$ cat config.mk
export PLATFORM = sky130hd
export DESIGN_NAME = dlfloat_mac_feeder
export DESIGN_NICKNAME = d
export VERILOG_FILES = /design/src/rtl/dlfloat_mac_feeder.sv
export SDC_FILE = /design/constraint.sdc
export NUM_CORES = 1
export LEC_CHECK = 0
export ABC_CLOCK_PERIOD_IN_PS = 5400
export CAP_MARGIN = 25
export CORE_ASPECT_RATIO = 0.75
export CORE_MARGIN = 8
export CORE_UTILIZATION = 60
export DETAILED_ROUTE_END_ITERATION = 10
export GPL_TIMING_DRIVEN = 1
export PLACE_DENSITY = 0.81
export SKIP_CTS_REPAIR_TIMING = 1
export SYNTH_ARGS = -nofsm -noshare
export SYNTH_HDL_FRONTEND = slang
export SYNTH_SLANG_ARGS = --single-unit
$ cat constraint.sdc
create_clock -name clk -period 5.4 [get_ports clk]
set_input_delay 1.35 -clock clk [delete_from_list [all_inputs] [get_ports clk]]
set_output_delay 1.35 -clock clk [all_outputs]
set_load 0.005 [all_outputs]
$ cat src/rtl/dlfloat_mac_feeder.sv
// dlfloat_mac_feeder: FIFO-buffered sequencer that turns a free-running DLfloat16 MAC into a dot-product engine
module dlfloat_mac_feeder #(
  parameter int DEPTH   = 16,
  parameter int LEN_W   = 8,
  parameter int MAC_LAT = 4,
  parameter int CLR_CYC = 3
) (
  input  logic             clk,
  input  logic             rst,
  input  logic             in_valid,
  output logic             in_ready,
  input  logic [15:0]      in_a,
  input  logic [15:0]      in_b,
  input  logic             cmd_valid,
  output logic             cmd_ready,
  input  logic [LEN_W-1:0] cmd_len,
  output logic [15:0]      mac_a,
  output logic [15:0]      mac_b,
  output logic             mac_rst_n,
  input  logic [15:0]      mac_c,
  output logic             res_valid,
  input  logic             res_ready,
  output logic [15:0]      res_data,
  output logic             busy
);
  localparam int AW = $clog2(DEPTH);
  localparam int CW = AW + 1;
  localparam int TW = $clog2((CLR_CYC > MAC_LAT ? CLR_CYC : MAC_LAT) + 1);
  typedef enum logic [2:0] {IDLE, CLEAR, FEED, DRAIN, DONE} state_t;
  state_t state_q, state_d;
  logic [31:0] mem_q [DEPTH];
  logic [AW-1:0] wr_ptr_q, wr_ptr_d, rd_ptr_q, rd_ptr_d;
  logic [CW-1:0] count_q, count_d;
  logic [LEN_W-1:0] rem_q, rem_d;
  logic [TW-1:0] cnt_q, cnt_d;
  logic [15:0] mac_a_q, mac_a_d, mac_b_q, mac_b_d, res_data_q, res_data_d;
  logic mac_rst_n_q, mac_rst_n_d, res_valid_q, res_valid_d, busy_q, busy_d;
  logic push, pop;
  assign in_ready  = count_q != CW'(DEPTH);
  assign cmd_ready = state_q == IDLE;
  assign push      = in_valid && in_ready;
  assign pop       = state_q == FEED && count_q != '0;
  assign mac_a     = mac_a_q;
  assign mac_b     = mac_b_q;
  assign mac_rst_n = mac_rst_n_q;
  assign res_valid = res_valid_q;
  assign res_data  = res_data_q;
  assign busy      = busy_q;
  always_ff @(posedge clk)
    if (push) mem_q[wr_ptr_q] <= {in_a, in_b};
  always_comb begin
    state_d     = state_q;
    rem_d       = rem_q;
    cnt_d       = cnt_q;
    mac_a_d     = '0;
    mac_b_d     = '0;
    mac_rst_n_d = 1'b1;
    res_valid_d = res_valid_q;
    res_data_d  = res_data_q;
    wr_ptr_d    = push ? wr_ptr_q + 1'b1 : wr_ptr_q;
    rd_ptr_d    = pop ? rd_ptr_q + 1'b1 : rd_ptr_q;
    count_d     = count_q + CW'(push) - CW'(pop);
    case (state_q)
      IDLE:
        if (cmd_valid) begin
          rem_d   = cmd_len;
          cnt_d   = '0;
          state_d = CLEAR;
        end
      CLEAR: begin
        mac_rst_n_d = 1'b0;
        cnt_d       = cnt_q + 1'b1;
        if (cnt_q == TW'(CLR_CYC - 1)) begin
          cnt_d   = '0;
          state_d = rem_q == '0 ? DRAIN : FEED;
        end
      end
      FEED:
        if (pop) begin
          {mac_a_d, mac_b_d} = mem_q[rd_ptr_q];
          rem_d              = rem_q - 1'b1;
          state_d            = rem_q == LEN_W'(1) ? DRAIN : FEED;
        end
      DRAIN: begin
        cnt_d = cnt_q + 1'b1;
        // last operand pair has settled into the accumulator by now
        if (cnt_q == TW'(MAC_LAT - 1)) begin
          res_data_d  = mac_c;
          res_valid_d = 1'b1;
          state_d     = DONE;
        end
      end
      DONE:
        if (res_ready) begin
          res_valid_d = 1'b0;
          state_d     = IDLE;
        end
      default: state_d = IDLE;
    endcase
    busy_d = state_d != IDLE;
  end
  always_ff @(posedge clk or posedge rst)
    if (rst) begin
      state_q     <= IDLE;
      wr_ptr_q    <= '0;
      rd_ptr_q    <= '0;
      count_q     <= '0;
      rem_q       <= '0;
      cnt_q       <= '0;
      mac_a_q     <= '0;
      mac_b_q     <= '0;
      mac_rst_n_q <= 1'b0;
      res_valid_q <= 1'b0;
      res_data_q  <= '0;
      busy_q      <= 1'b0;
    end else begin
      state_q     <= state_d;
      wr_ptr_q    <= wr_ptr_d;
      rd_ptr_q    <= rd_ptr_d;
      count_q     <= count_d;
      rem_q       <= rem_d;
      cnt_q       <= cnt_d;
      mac_a_q     <= mac_a_d;
      mac_b_q     <= mac_b_d;
      mac_rst_n_q <= mac_rst_n_d;
      res_valid_q <= res_valid_d;
      res_data_q  <= res_data_d;
      busy_q      <= busy_d;
    end
endmodule

Word-level counts from Yosys, hierarchy flattened
Memories as Yosys holds them, arrays and structs flattened.
Index checks and enable logic that the tools add are counted.

word-level totals
  memories = 1
  flip-flop bits (word level) = 78
  memory bits (writable) = 512
  output and inout bits = 53

cells by class
  eq/ne operators = 12
  add/sub/neg operators = 6
  mux-type cells = 24
  reductions and logical operators = 13

memory list
  memory  depth  width  rd ports  clocked after Yosys merged registers in  write ports  RTL line  text
  mem_q   16     32     1         0                                        1            31        logic [31:0] mem_q [DEPTH];

operators with widths
  operator               count
  $mux W16               4
  $mux W3                7
  $mux W8                2
  $pmux W8 S2            1
  $pmux W3 S5            1
  $eq A3 B2 Y1 const B   4
  $pmux W3 S3            1
  $add A4 B1 Y4 const B  2
  $eq A8 B1 Y1 const B   1
  $logic_not A8 Y1       1
  $ne A2 B2 Y1 const B   4
  $sub A8 B1 Y8 const B  1
  $mux W1                7
  $reduce_and A3 Y1      2
  $reduce_bool A3 Y1     2
  $add A5 B1 Y5          1
  $ne A5 B5 Y1 const B   1
  $reduce_bool A5 Y1     1
  $sub A5 B1 Y5          1
  $reduce_and A2 Y1      2
  $reduce_bool A2 Y1     2
  $add A3 B1 Y3 const B  1
  $eq A3 B1 Y1 const B   1
  $eq A3 B3 Y1 const B   1
  3 further kinds        4

Longest topological paths before layout
Gate-level depths: netlist of the first run.

  word-level depth = 5
  gate-level depth with buffers = 15
  depth with buffers taken out = 14

Least setup slack after synthesis of the first run
Ideal clock, no wire load.

  kind = input-to-reg
  start = in in_valid
  end = mem mem_q[3][0], enable pin
  stages on the path = 4
  required time = 4.939 ns
  setup time = 0.461 ns
  path slack = 0.841 ns
  arrival = 4.098 ns
  path through = and2_1 clkbuf_1 nand2_1 nor3_1

between the ends
  cells in the longest elaborated chain, start to end = 3

ends and longest elaborated chain
  element                        RTL line  text
  from (decl)                    10        input logic in_valid,
  $logic_and A1 B1 Y1            41        assign push = in_valid && in_ready;
  $mux W1                        50        if (push) mem_q[wr_ptr_q] <= {in_a, in_b};
  $mux W1 (implied by the code)  50
  to (decl)                      31

No other way between the ends.

Worst setup path in the final report of the first run
  start = in in_valid
  end = mem mem_q[4][5], enable pin

The elaborated chain is that of the path after synthesis.

==> results by stage, run 1 <==
Outcome:
- The run finished with clean final reports.

Logic synthesis:
- Counting every net in the synthesized netlist gives 1,149.
- The top cell type's share of synthesized area is 0.6761.
- Synthesis produced a netlist whose cell count is 1,070.
- After synthesis the netlist holds a flip-flop and latch count of 590.
- Counting flops with a built-in enable in the synthesized netlist gives 512.
- Among all flip-flop cells after synthesis, the most frequent one is sky130_fd_sc_hd__edfxtp_1.
- The number of different library cells in the post-synthesis netlist is 51.
- Summing every instance area after synthesis gives 22,740 um^2.
- The yosys synthesis warning count is 0.
- The proportion of register bits with asynchronous set or reset after synthesis is 0.1322.
- The mean area per synthesized cell is 21.25 um^2.
- The largest total area in the synthesized netlist belongs to sky130_fd_sc_hd__edfxtp_1.
- Sorting the synthesized cells by area gives the leading types as sky130_fd_sc_hd__edfxtp_1, sky130_fd_sc_hd__mux4_2, sky130_fd_sc_hd__dfrtp_1.
- For this run, the register share of the synthesized area comes to 0.7620.

Worst setup path:
- The delay of the slowest critical-path stage is 710 ps.
- The critical path starts at in_valid.
- The kind of start point of the critical path is an input pin.
- The launch point of the worst reg-to-reg path is count_q[2]$_DFF_PP0_.
- The depth of the worst register-to-register path is 7.
- The largest individual stage delay along the critical path comes from the cell sky130_fd_sc_hd__nor2_4.
- Grouping stages by cell kind, the critical path spends the most delay in simple AND/OR/NAND/NOR gates.
- Traced cell by cell, the critical path runs through clkdlybuf4s50_1, and2_1, nand2_1, nor2_4, buf_4.
- Counting buffers and inverters, the worst setup path is 5 cells deep.
- The termination of the worst setup path is mem_q[4][5]$_DFFE_PP_.
- The class of the most critical setup path is in -> reg.
- Along the worst path, the maximum fanout reaches 18.
- Counting both buffers and inverters, the worst setup path holds a total of 2.
- The worst register-to-register path has a setup slack of 2480 ps.
- The worst reg2reg path endpoint is mem_q[4][5]$_DFFE_PP_.
- STA puts the critical path data required time at 5640 ps.
- The arrival time reported for the critical path endpoint is 3630 ps.
- The kind of end point of the critical path is a register.

STA:
- The number of setup violations in the final report is 0.
- The final worst clock skew is 40.74 ps.
- Setup repair after global routing left no endpoint under its margin.
- The total count of max-transition violations in the final report is 0.
- In the finished design, the share of the clock period the worst path needs comes to 0.6272.
- The hold violation total from the final report came to 0.
- The worst relative slew slack is 0.3511.
- The clock period minus final worst setup slack is 3387 ps.
- At the pin with the least slew margin, the transition time is 973.4 ps.
- The peak clock frequency supported by timing is 0.2953 GHz.
- The total negative setup slack is 0 ps.

Clock network:
- The clock passes through at most 3 buffers.
- The number of buffers created by CTS is 52.
- TritonCTS built the clock tree.
- The level count of the clock H-tree is 2.
- After clock tree synthesis, the clock-pin slew on the worst setup and hold paths is 60 ps.
- The clock net in this run drives a total of 590 sinks.
- The clock insertion delay at the later pin of the skew report is 590 ps.
- The tree is rooted in a sky130_fd_sc_hd__clkbuf_16.

Floorplan:
- From bottom edge to top edge, the die measures 184.6 um.
- The standard-cell row count is 61.
- The die is 240.8 um wide.
- The die footprint is 44,450 um^2.
- The number of placed I/O pins is 114.
- For this configuration, the core starts out at a cell density of 0.6105.
- The total area inside the core boundary comes to 37,250 um^2.

Power:
- Of the total power, the share spent switching nets is 0.2924.
- Across the VDD grid, the largest voltage drop is 0.3919 mV.
- The total power is 13.57 mW.
- The share of total power dissipated in the clock network is 0.271.
- The proportion of power drawn by flip-flops and latches is 0.452.
- The design internal power is 9.604 mW.
- For this design the static power due to leakage is 8.827 nW.
- The total power per unit cell area is 513.5 nW/um^2.
- The net load switching power is 3.968 mW.
- The combinational power share is 0.277.

Cells and area:
- The net count reported at finish is 1,295.
- The final core utilization is 0.7097.
- The layout has 2,154 filler cells.
- The area added between synthesis and finish is 16.24%.
- In the final layout, the share of cells above drive strength 1 is 0.2446.
- The finished cells cover 26,430 um^2.

Drt:
- The initial detailed-routing violation count is 1,304.
- The via total after detailed routing is 11,110.
- The DRC violation count after routing is 0.
- For this run, the detailed router's first-pass iteration total came to 5.
- In the final routed layout, each cell accounts on average for 27.91 um.
- The detail route stage leaves a number of antenna-violating nets equal to 0.
- The post-detailed-routing wire length is 49.23 mm.
- The mean number of vias per cell is 6.298.

Placement:
- The post-detailed-placement cell area is 24,660 um^2.
- The count of input and output buffers is 113.
- Once detailed placement completed, the half-perimeter wirelength came to 28.44 mm.
- The congestion estimate from routability-driven global placement came to 0.7762.

Job:
- The number of maximum-capacitance constraint violations is 0.

Global routing:
- The number of global-route vias before repair is 11,750.
- The total grt overflow is 0.
- The global-route wire length before repair is 74.24 mm.
- The maximum number of pins on one net before global-route repair is 66.
- The global-route usage over all layers is 0.2245.
- The number of antenna violations at the first check in global routing was 2.

Worst hold path:
- The min-delay analysis places its worst path in the category reg -> reg.
cell type report:
| cell class | count | area (um^2) | share of cell area |
|---|---|---|---|
| sequential | 590 | 17340 | 0.6559 |
| multi-input combinational | 410 | 5149 | 0.1948 |
| timing repair buffer | 144 | 1562 | 0.05907 |
| clock buffer | 64 | 1368 | 0.05174 |
| tap | 504 | 630.6 | 0.02386 |
| clock inverter | 33 | 315.3 | 0.01193 |
| inverter | 18 | 68.82 | 0.002603 |
| antenna | 1 | 2.502 | 0.00009467 |
cell usage in the layout, fill, tap and decap left out, types with 7 or more instances in the layout:
cell / n
sky130_fd_sc_hd__a21oi_1: 8
sky130_fd_sc_hd__buf_16: 8
sky130_fd_sc_hd__buf_4: 20
sky130_fd_sc_hd__clkbuf_1: 11
sky130_fd_sc_hd__clkbuf_16: 53
sky130_fd_sc_hd__clkdlybuf4s50_1: 113
sky130_fd_sc_hd__clkinv_1: 13
sky130_fd_sc_hd__clkinv_2: 10
sky130_fd_sc_hd__dfrtp_1: 75
sky130_fd_sc_hd__edfxtp_1: 512
sky130_fd_sc_hd__ha_1: 17
sky130_fd_sc_hd__inv_1: 17
sky130_fd_sc_hd__mux2_2: 50
sky130_fd_sc_hd__mux2i_1: 33
sky130_fd_sc_hd__mux4_2: 128
sky130_fd_sc_hd__nand2_1: 45
sky130_fd_sc_hd__nor2_1: 7
sky130_fd_sc_hd__nor2_4: 12
sky130_fd_sc_hd__o21ai_1: 39
per-layer routing:
metal	global-route usage	wire, um	share of wire	vias to the layer above
li1	-	-	-	4634
met1	0.3085	19200	0.39	5784
met2	0.3624	24490	0.50	585
met3	0.04029	4024	0.082	104
met4	0.08283	1502	0.031	2
met5	0	10	0.00020	-
power by group through the flow:
stage                     Clock [mW]  Sequential [mW]  Combinational [mW]
after CTS                       3.71             6.14                3.78
after detailed placement           0             6.21                3.72
after global placement             0             6.17                3.57
after global routing            3.89             6.20                4.02
final                           3.68             6.13                3.76
after floorplan                    0             5.87                2.79
synthesized netlist by cell type (5+ instances only):
cell type and number:
sky130_fd_sc_hd__mux4_2 128, sky130_fd_sc_hd__buf_2 20, sky130_fd_sc_hd__mux2_2 50, sky130_fd_sc_hd__mux2i_1 33
sky130_fd_sc_hd__a21oi_1 8, sky130_fd_sc_hd__ha_1 17, sky130_fd_sc_hd__xnor2_1 6, sky130_fd_sc_hd__nand2_1 45
sky130_fd_sc_hd__edfxtp_1 512, sky130_fd_sc_hd__o21ai_1 39, sky130_fd_sc_hd__buf_6 10, sky130_fd_sc_hd__o2bb2ai_1 5
sky130_fd_sc_hd__dfrtp_1 78, sky130_fd_sc_hd__buf_1 8, sky130_fd_sc_hd__clkbuf_1 11, sky130_fd_sc_hd__nor2_1 19
sky130_fd_sc_hd__nor3_1 10, sky130_fd_sc_hd__inv_1 18
flip-flops by register name, summed over array words and instances (netlist names):
name and flops:
mac_b 16, cnt_q 3, mem_q 512, count_q 5, mac_a 16, busy 1, wr_ptr_q 4, rem_q 8
res_data 16, mac_rst_n 1, rd_ptr_q 4, res_valid 1, state_q 3
stage by stage:
step,std cells,hold WS (ps),setup slack (ps)
2_1_floorplan,1070,457.1,841.2
3_3_place_gp,1656,479.9,1560
4_1_cts,1760,506.8,2014
6_report,1764,505.1,2013
5_1_grt,1764,523.1,1939
3_5_place_dp,1663,491.9,1513
kinds of logic after synthesis:
logic type      Yosys count  synth area share
flops                   590            0.7620
mux                     211            0.1661
fa+ha+maj                18           0.01023
compound gates           70           0.01827
simple gates            101           0.02317
xor+xnor                 10          0.003851
buf+inv                  70           0.01645
worst min path at each step:
stage                              from                       end  slack (ps)  cells past startpoint
6_report       res_data[11]$_DFFE_PP0P_  res_data[11]$_DFFE_PP0P_         510                      1
5_1_grt         res_data[4]$_DFFE_PP0P_   res_data[4]$_DFFE_PP0P_         520                      1
4_1_cts        res_data[11]$_DFFE_PP0P_  res_data[11]$_DFFE_PP0P_         510                      1
3_5_place_dp   res_data[11]$_DFFE_PP0P_  res_data[11]$_DFFE_PP0P_         490                      1
3_3_place_gp       rem_q[6]$_DFFE_PP0P_      rem_q[6]$_DFFE_PP0P_         480                      1
2_1_floorplan      rem_q[6]$_DFFE_PP0P_      rem_q[6]$_DFFE_PP0P_         460                      1
No activity file was read; power rests on OpenSTA's default activity.
==> inputs of run 2 (changes only) <==
- ABC_CLOCK_PERIOD_IN_PS: 5400 -> 3000
- CORE_UTILIZATION: 60 -> 54
- PLACE_DENSITY: 0.81 -> 0.77
- clock period: 5.4 -> 3 ns (I/O delays scaled with it)
==> run 2 against run 1 <==
Net effect: largest power group unchanged; critical endpoint is now cmd_ready; critical path depth decreased by 3; clock-buffer cell count fell by 2; global-route usage down 2.8 points.
==> results by stage, run 2 (same netlist as run 1, synthesis figures left out) <==
Outcome:
- The run finished with clean final reports.

Power:
- Dividing total power by cell area gives a power density of 922.1 nW/um^2.
- The total power is 24.70 mW.
- The maximum ir drop on the vdd rail is 0.6488 mV.
- The leakage power total is 8.979 nW.

Drt:
- The detail-routed net length per standard cell is 25.85 um.
- The post-detailed-route count of antenna-violating nets is 0.
- The number of search-and-repair iterations in the first detailed-routing pass is 5.
- The DRC violation count after routing is 0.
- Using the TritonRoute via totals, the vias-per-cell ratio works out to 5.921.
- The via total after detailed routing is 10,940.
- The detailed router finished its first iteration with 1,065 violations.
- The post-detailed-routing wire length is 47.77 mm.

Global routing:
- For this run, the total global-route usage over all layers was measured as 0.1963.
- The number of global-route vias before repair is 11,490.
- The number of antenna violations at the first check in global routing is 1.
- The total grt overflow is 0.
- Entering global routing, the biggest net connects 71 pins.
- The global-route wire length before repair is 72.81 mm.

STA:
- The smallest clock period supported by the final layout is computed as 2703 ps.
- Timing would allow up to 0.3700 GHz.
- The total count of max-transition violations in the final report is 0.
- Setup repair after global routing left no endpoint under its margin.
- The final setup slack of the worst path is 296.9 ps.
- The ratio of final minimum period to clock period is 0.9010.
- Headroom to the max-slew limit came out at 0.5268.
- The actual transition at the worst max-transition pin is 707.5 ps.
- The final worst clock skew is 23.26 ps.
- The hold violation total from the final report came to 0.
- Setup violations remaining at the end of the flow were counted as 0.

Worst setup path:
- The setup check on the worst reg-to-reg path leaves a slack of 340 ps.
- The first element of the critical path is state_q[1]$_DFF_PP0_.
- The class of the most critical setup path is reg -> out.
- For the worst setup path, the data arrival time is 1950 ps.
- The most critical setup path has its endpoint at cmd_ready.
- The delay of the slowest critical-path stage is 570 ps.
- The kind of start point of the critical path is a register.
- The slowest stage of the critical path belongs to the cell sky130_fd_sc_hd__clkdlybuf4s50_1.
- The worst reg2reg path endpoint is count_q[4]$_DFF_PP0_.
- For the worst flop-to-flop path, the logic depth is 11.
- At the worst endpoint, the required time is 2250 ps.
- Traced cell by cell, the critical path runs through nor3_1, clkdlybuf4s50_1.
- STA classifies the critical path endpoint as an output port.
- The cell depth of the worst setup path is 2.
- The kind of cell adding the most delay to the critical path is buffers and inverters.
- The number of buffer and inverter instances along the worst setup path is 1.
- The launch point of the worst reg-to-reg path is state_q[1]$_DFF_PP0_.
- The maximum fanout count along the critical path is 10.

Clock network:
- In this run the number of H-tree levels came out at 2.
- TritonCTS created 53 clock buffers.
- The TritonCTS clock tree is yes.
- The number of sinks driven by the clock tree is 590.
- Clock-pin slew was measured on the worst setup and hold paths at 60 ps.
- The deepest clock path buffer count is 3.
- The clock insertion delay at the later pin of the skew report is 580 ps.
- CTS placed an instance of sky130_fd_sc_hd__clkbuf_16 at the clock tree root.

Cells and area:
- Relative to the synthesized area, the layout overhead comes to 17.80%.
- The net count reported at finish is 1,315.
- Measured on the finished design, the core utilization comes to 0.6408.
- After routing the design area is 26,790 um^2.
- The multi-input logic area is 5174 um^2.
- Ranked by flip-flop count, first place goes to mem_q.
- The total area of sequential cells is 17,340 um^2.
- The fraction of layout cells with a size suffix above 1 is 0.2616.
- The most frequent standard cell in the layout excluding fill and tap cells is sky130_fd_sc_hd__edfxtp_1.
- The library cells used most frequently in the layout, excluding fill and tap cells, are sky130_fd_sc_hd__edfxtp_1, sky130_fd_sc_hd__mux4_2, sky130_fd_sc_hd__clkdlybuf4s50_1.
- The total of fill cells in the finished design is 2,760.
- The number of flip-flops under the largest register name is 512.

Floorplan:
- The chip width is 253.0 um.
- The die footprint is 49,000 um^2.
- The effective utilization at floorplan is 0.5440.
- The standard-cell row count is 65.
- The height of the chip is 193.7 um.
- The core region area is 41,800 um^2.
- The number of placed I/O pins is 114.

Placement:
- The last weighted congestion value of the routability-driven placer is 0.7573.
- In this run the cell area measured after placement is 25,060 um^2.
- The count of input and output buffers is 113.
- The minimum setup slack after placement is 75.43 ps.
- The sum of net half-perimeters after detailed placement is 27.98 mm.

Worst hold path:
- The path class of the lowest-slack min-delay path is in -> async.

Job:
- Max-cap violations in this run came to 0.
[run 2: per-layer routing]
metal	GRT usage	part of all wire	up-vias	wire length, um
met3	0.03590	0.076	76	3607
met1	0.2833	0.42	5740	20260
met4	0.05511	0.024	0	1151
met5	0	0	-	0
li1	-	-	4681	-
met2	0.3074	0.48	445	22750
[run 2: final cells by class]
class,instances,share of cell area
Timing Repair Buffer,163,0.06605
Clock buffer,62,0.05189
Inverter,18,0.002616
Antenna cell,2,0.0001868
Sequential cell,590,0.6473
Clock inverter,34,0.01228
Multi-Input combinational cell,410,0.1931
Tap cell,569,0.02658
[run 2: power by group]
part | leakage, nW | internal (mW) | switching (mW)
Clock | 0.852 | 3.83 | 2.89
Sequential | 5.60 | 10.1 | 0.654
Combinational | 2.53 | 3.65 | 3.61
[run 2: worst register-to-register path, delay by kind of cell (launching register included)]
family	cells	cell delay [ps]
fa+ha+maj	3	840
buf+inv	3	190
simple gates	2	710
xor+xnor	1	140
compound gates	2	220
flops	1	480
[run 2: worst min path at each step]
stage | startpoint | end | slack [ps] | cells past startpoint
CTS | rst | res_data[9]$_DFFE_PP0P_ | 450 | 2
detailed placement | rem_q[6]$_DFFE_PP0P_ | rem_q[6]$_DFFE_PP0P_ | 490 | 1
floorplan | rem_q[6]$_DFFE_PP0P_ | rem_q[6]$_DFFE_PP0P_ | 460 | 1
global placement | rem_q[6]$_DFFE_PP0P_ | rem_q[6]$_DFFE_PP0P_ | 480 | 1
global route | rst | res_data[12]$_DFFE_PP0P_ | 480 | 2
finish | rst | res_data[9]$_DFFE_PP0P_ | 470 | 2
[run 2: through the flow]
| step | std cells | TNS [ps] | hold slack (ps) |
|---|---|---|---|
| after CTS | 1846 | 0 | 449.8 |
| after floorplan | 1070 | -21370 | 457.1 |
| final | 1848 | 0 | 465.2 |
| after global routing | 1847 | 0 | 477.2 |
| after detailed placement | 1750 | 0 | 491.4 |
| after global placement | 1750 | 0 | 481.5 |
==> patch: new RTL, settings of run 2 <==
The parameter `MAC_LAT` goes from 4 to 2.
--- a/src/rtl/dlfloat_mac_feeder.sv
+++ b/src/rtl/dlfloat_mac_feeder.sv
@@ -2,7 +2,7 @@
 module dlfloat_mac_feeder #(
   parameter int DEPTH   = 16,
   parameter int LEN_W   = 8,
-  parameter int MAC_LAT = 4,
+  parameter int MAC_LAT = 2,
   parameter int CLR_CYC = 3
 ) (
   input  logic             clk,
Function: same outputs for any inputs over 4 cycles, from zero or initial values and one cycle with rst high; that may be too few to reach the edited logic, so the function may still have changed.
==> patch against run 2 <==
  * Cell count is 0.32% higher
  * Setup slack worse by 43 ps
  * Design area hardly changed
  * Sequential cell count is 1 lower
  * Area after synthesis hardly changed
  * Total power is 2.3% lower
  * Synthesized cell count is 0.75% higher
  * Wire length is 1.5% lower
  * Critical endpoint is now count_q[4]
==> patch: results (changes against run 2) <==
INFO  metric final_estimated_routing_congestion_in_global_placement = 0.771 (+1.8%)
INFO  metric met3_length = 3.13 mm (-13%)
INFO  metric path_max_fanout = 7 (-3)
INFO  metric synth_commonest_cells = edfxtp_1, mux4_2, dfrtp_1
INFO  metric ys.warnings.count = 0 (unchanged)
INFO  metric ys_top_cells_by_area = edfxtp_1, mux4_2, dfrtp_1, mux2_2, mux2i_1
INFO  metric wl_per_cell = 25.4 um (-1.8%)
INFO  metric skew = 14.0 ps (-9.28 ps)
INFO  metric routed-wl-met2 = 23.0 mm (+0.95%)
INFO  metric placed_cells_incl_taps = 1753 (+0.17%)
INFO  metric critPathMaxStageDelay = 530 ps (-40 ps)
INFO  metric synthXorXnorAreaFrac = 0.385% (about the same)
INFO  metric arrival = 3250 ps (+1300 ps)
INFO  metric number_of_global_route_vias_before_repair = 11500 (+0.39%)
INFO  metric timing.critical_path.max_delay_family = adder cells
INFO  metric vias = 10900 (-0.11%)
INFO  metric critPathSlowestCell = nor4b_4
INFO  metric grt_antenna_before_repair = 0 (-1)
INFO  metric grt_util_all_layers = 19.4% (-0.26 points)
INFO  metric final_cell_count_no_fill = 1854 (+0.32%)
INFO  metric drive_above_1_share = 25.4% (-0.79 points)
INFO  metric yosysSeqAreaShare = 76.1% (-0.093 points)
INFO  metric finalNetCount = 1320 (+0.38%)
INFO  metric detail_route.wirelength.met1 = 20.0 mm (-1.3%)
INFO  metric detailedRoute.firstIterationViolations = 1032 (-3.1%)
INFO  metric synthAdderAreaFrac = 1.08% (+0.055 points)
INFO  metric total_leakage_power = 8.93 nW (-0.51%)
INFO  metric synth.area.mux_share = 16.6% (+0.042 points)
INFO  metric ys_async_sr_fraction = 13.1% (-0.15 points)
INFO  metric largest_register_ff_count = 512 (unchanged)
INFO  metric hpwl = 27.3 mm (-2.3%)
INFO  metric number_of_different_library_cells_in_the_post_synthesis_netlist = 55 (+7.8%)
INFO  metric irDropWorstVdd = 0.685 mV (+5.6%)
INFO  metric largest_net_degree_at_the_start_of_global_routing = 64 (-9.9%)
INFO  metric status = finished clean
INFO  metric hold_class = register to register
INFO  metric postSynthAreaPerCell = 21.1 um2 (-0.76%)
INFO  metric synth.net_count = 1158 (+0.78%)
INFO  metric numCtsBuffers = 54 (+1.9%)
[patch: cell count changes after synthesis, moves of 7 or more]
cell / before / now
mux2_2: 50 / 39
buf_1: 8 / 0
and2_1: 2 / 9
buf_2: 20 / 27
nor2_1: 19 / 12
clkbuf_1: 11 / 21
mux2_1: 0 / 10
[patch: worst register-to-register path: cells and delay by family, from the launching register on]
| kind | cells | cell delay [ps] |
|---|---|---|
| adders and majority gates | 4 | 1060 |
| and+or+nand+nor | 2 | 640 |
| DFF | 1 | 380 |
| buffers and inverters | 4 | 270 |
| AOI/OAI and AO/OA | 2 | 210 |
| xor gates and xnor gates | 1 | 130 |
[patch: cell type report]
type | count | area [um2]
clock buffers | 69 | 1480
clock inverters | 32 | 270
fillers | 2785 | 15000
inverters | 23 | 88.8
multi-input cells | 412 | 5180
flip-flops and latches | 589 | 17300
well taps | 569 | 712
repair buffers | 160 | 1770
[patch: where the power goes]
group,total [mW],internal (mW),switching [mW]
clock network,6.77,3.83,2.93
registers,10.7,10.0,0.641
logic,6.69,3.47,3.23
[patch: path summary, 6_finish.rpt]
kind                        startpoint           to  slack, ps  cells past startpoint
max                         count_q[2]   count_q[4]        250                     13
min                        res_data[8]  res_data[8]        490                      1
max reg2reg                 count_q[2]   count_q[4]        250                     13
min reg2reg                res_data[8]  res_data[8]        490                      1
max in group asynchronous          rst    mac_b[11]       1780                      3
min in group asynchronous          rst    mac_a[14]        570                      2
[patch: through the flow]
stage | utilization [%] | worst slack (ps)
floorplan | - | -303
global placement | 60.0 | 70.9
detailed placement | 60.0 | 57.4
CTS | 64.1 | 241
global route | 64.1 | 60.8
finish | 64.1 | 254
[patch: layer usage]
layer,up-vias,global-route usage (%)
met3,64,3.48
met2,408,31.1
met4,0,5.13
met5,-,0
met1,5764,27.4
li1,4694,-
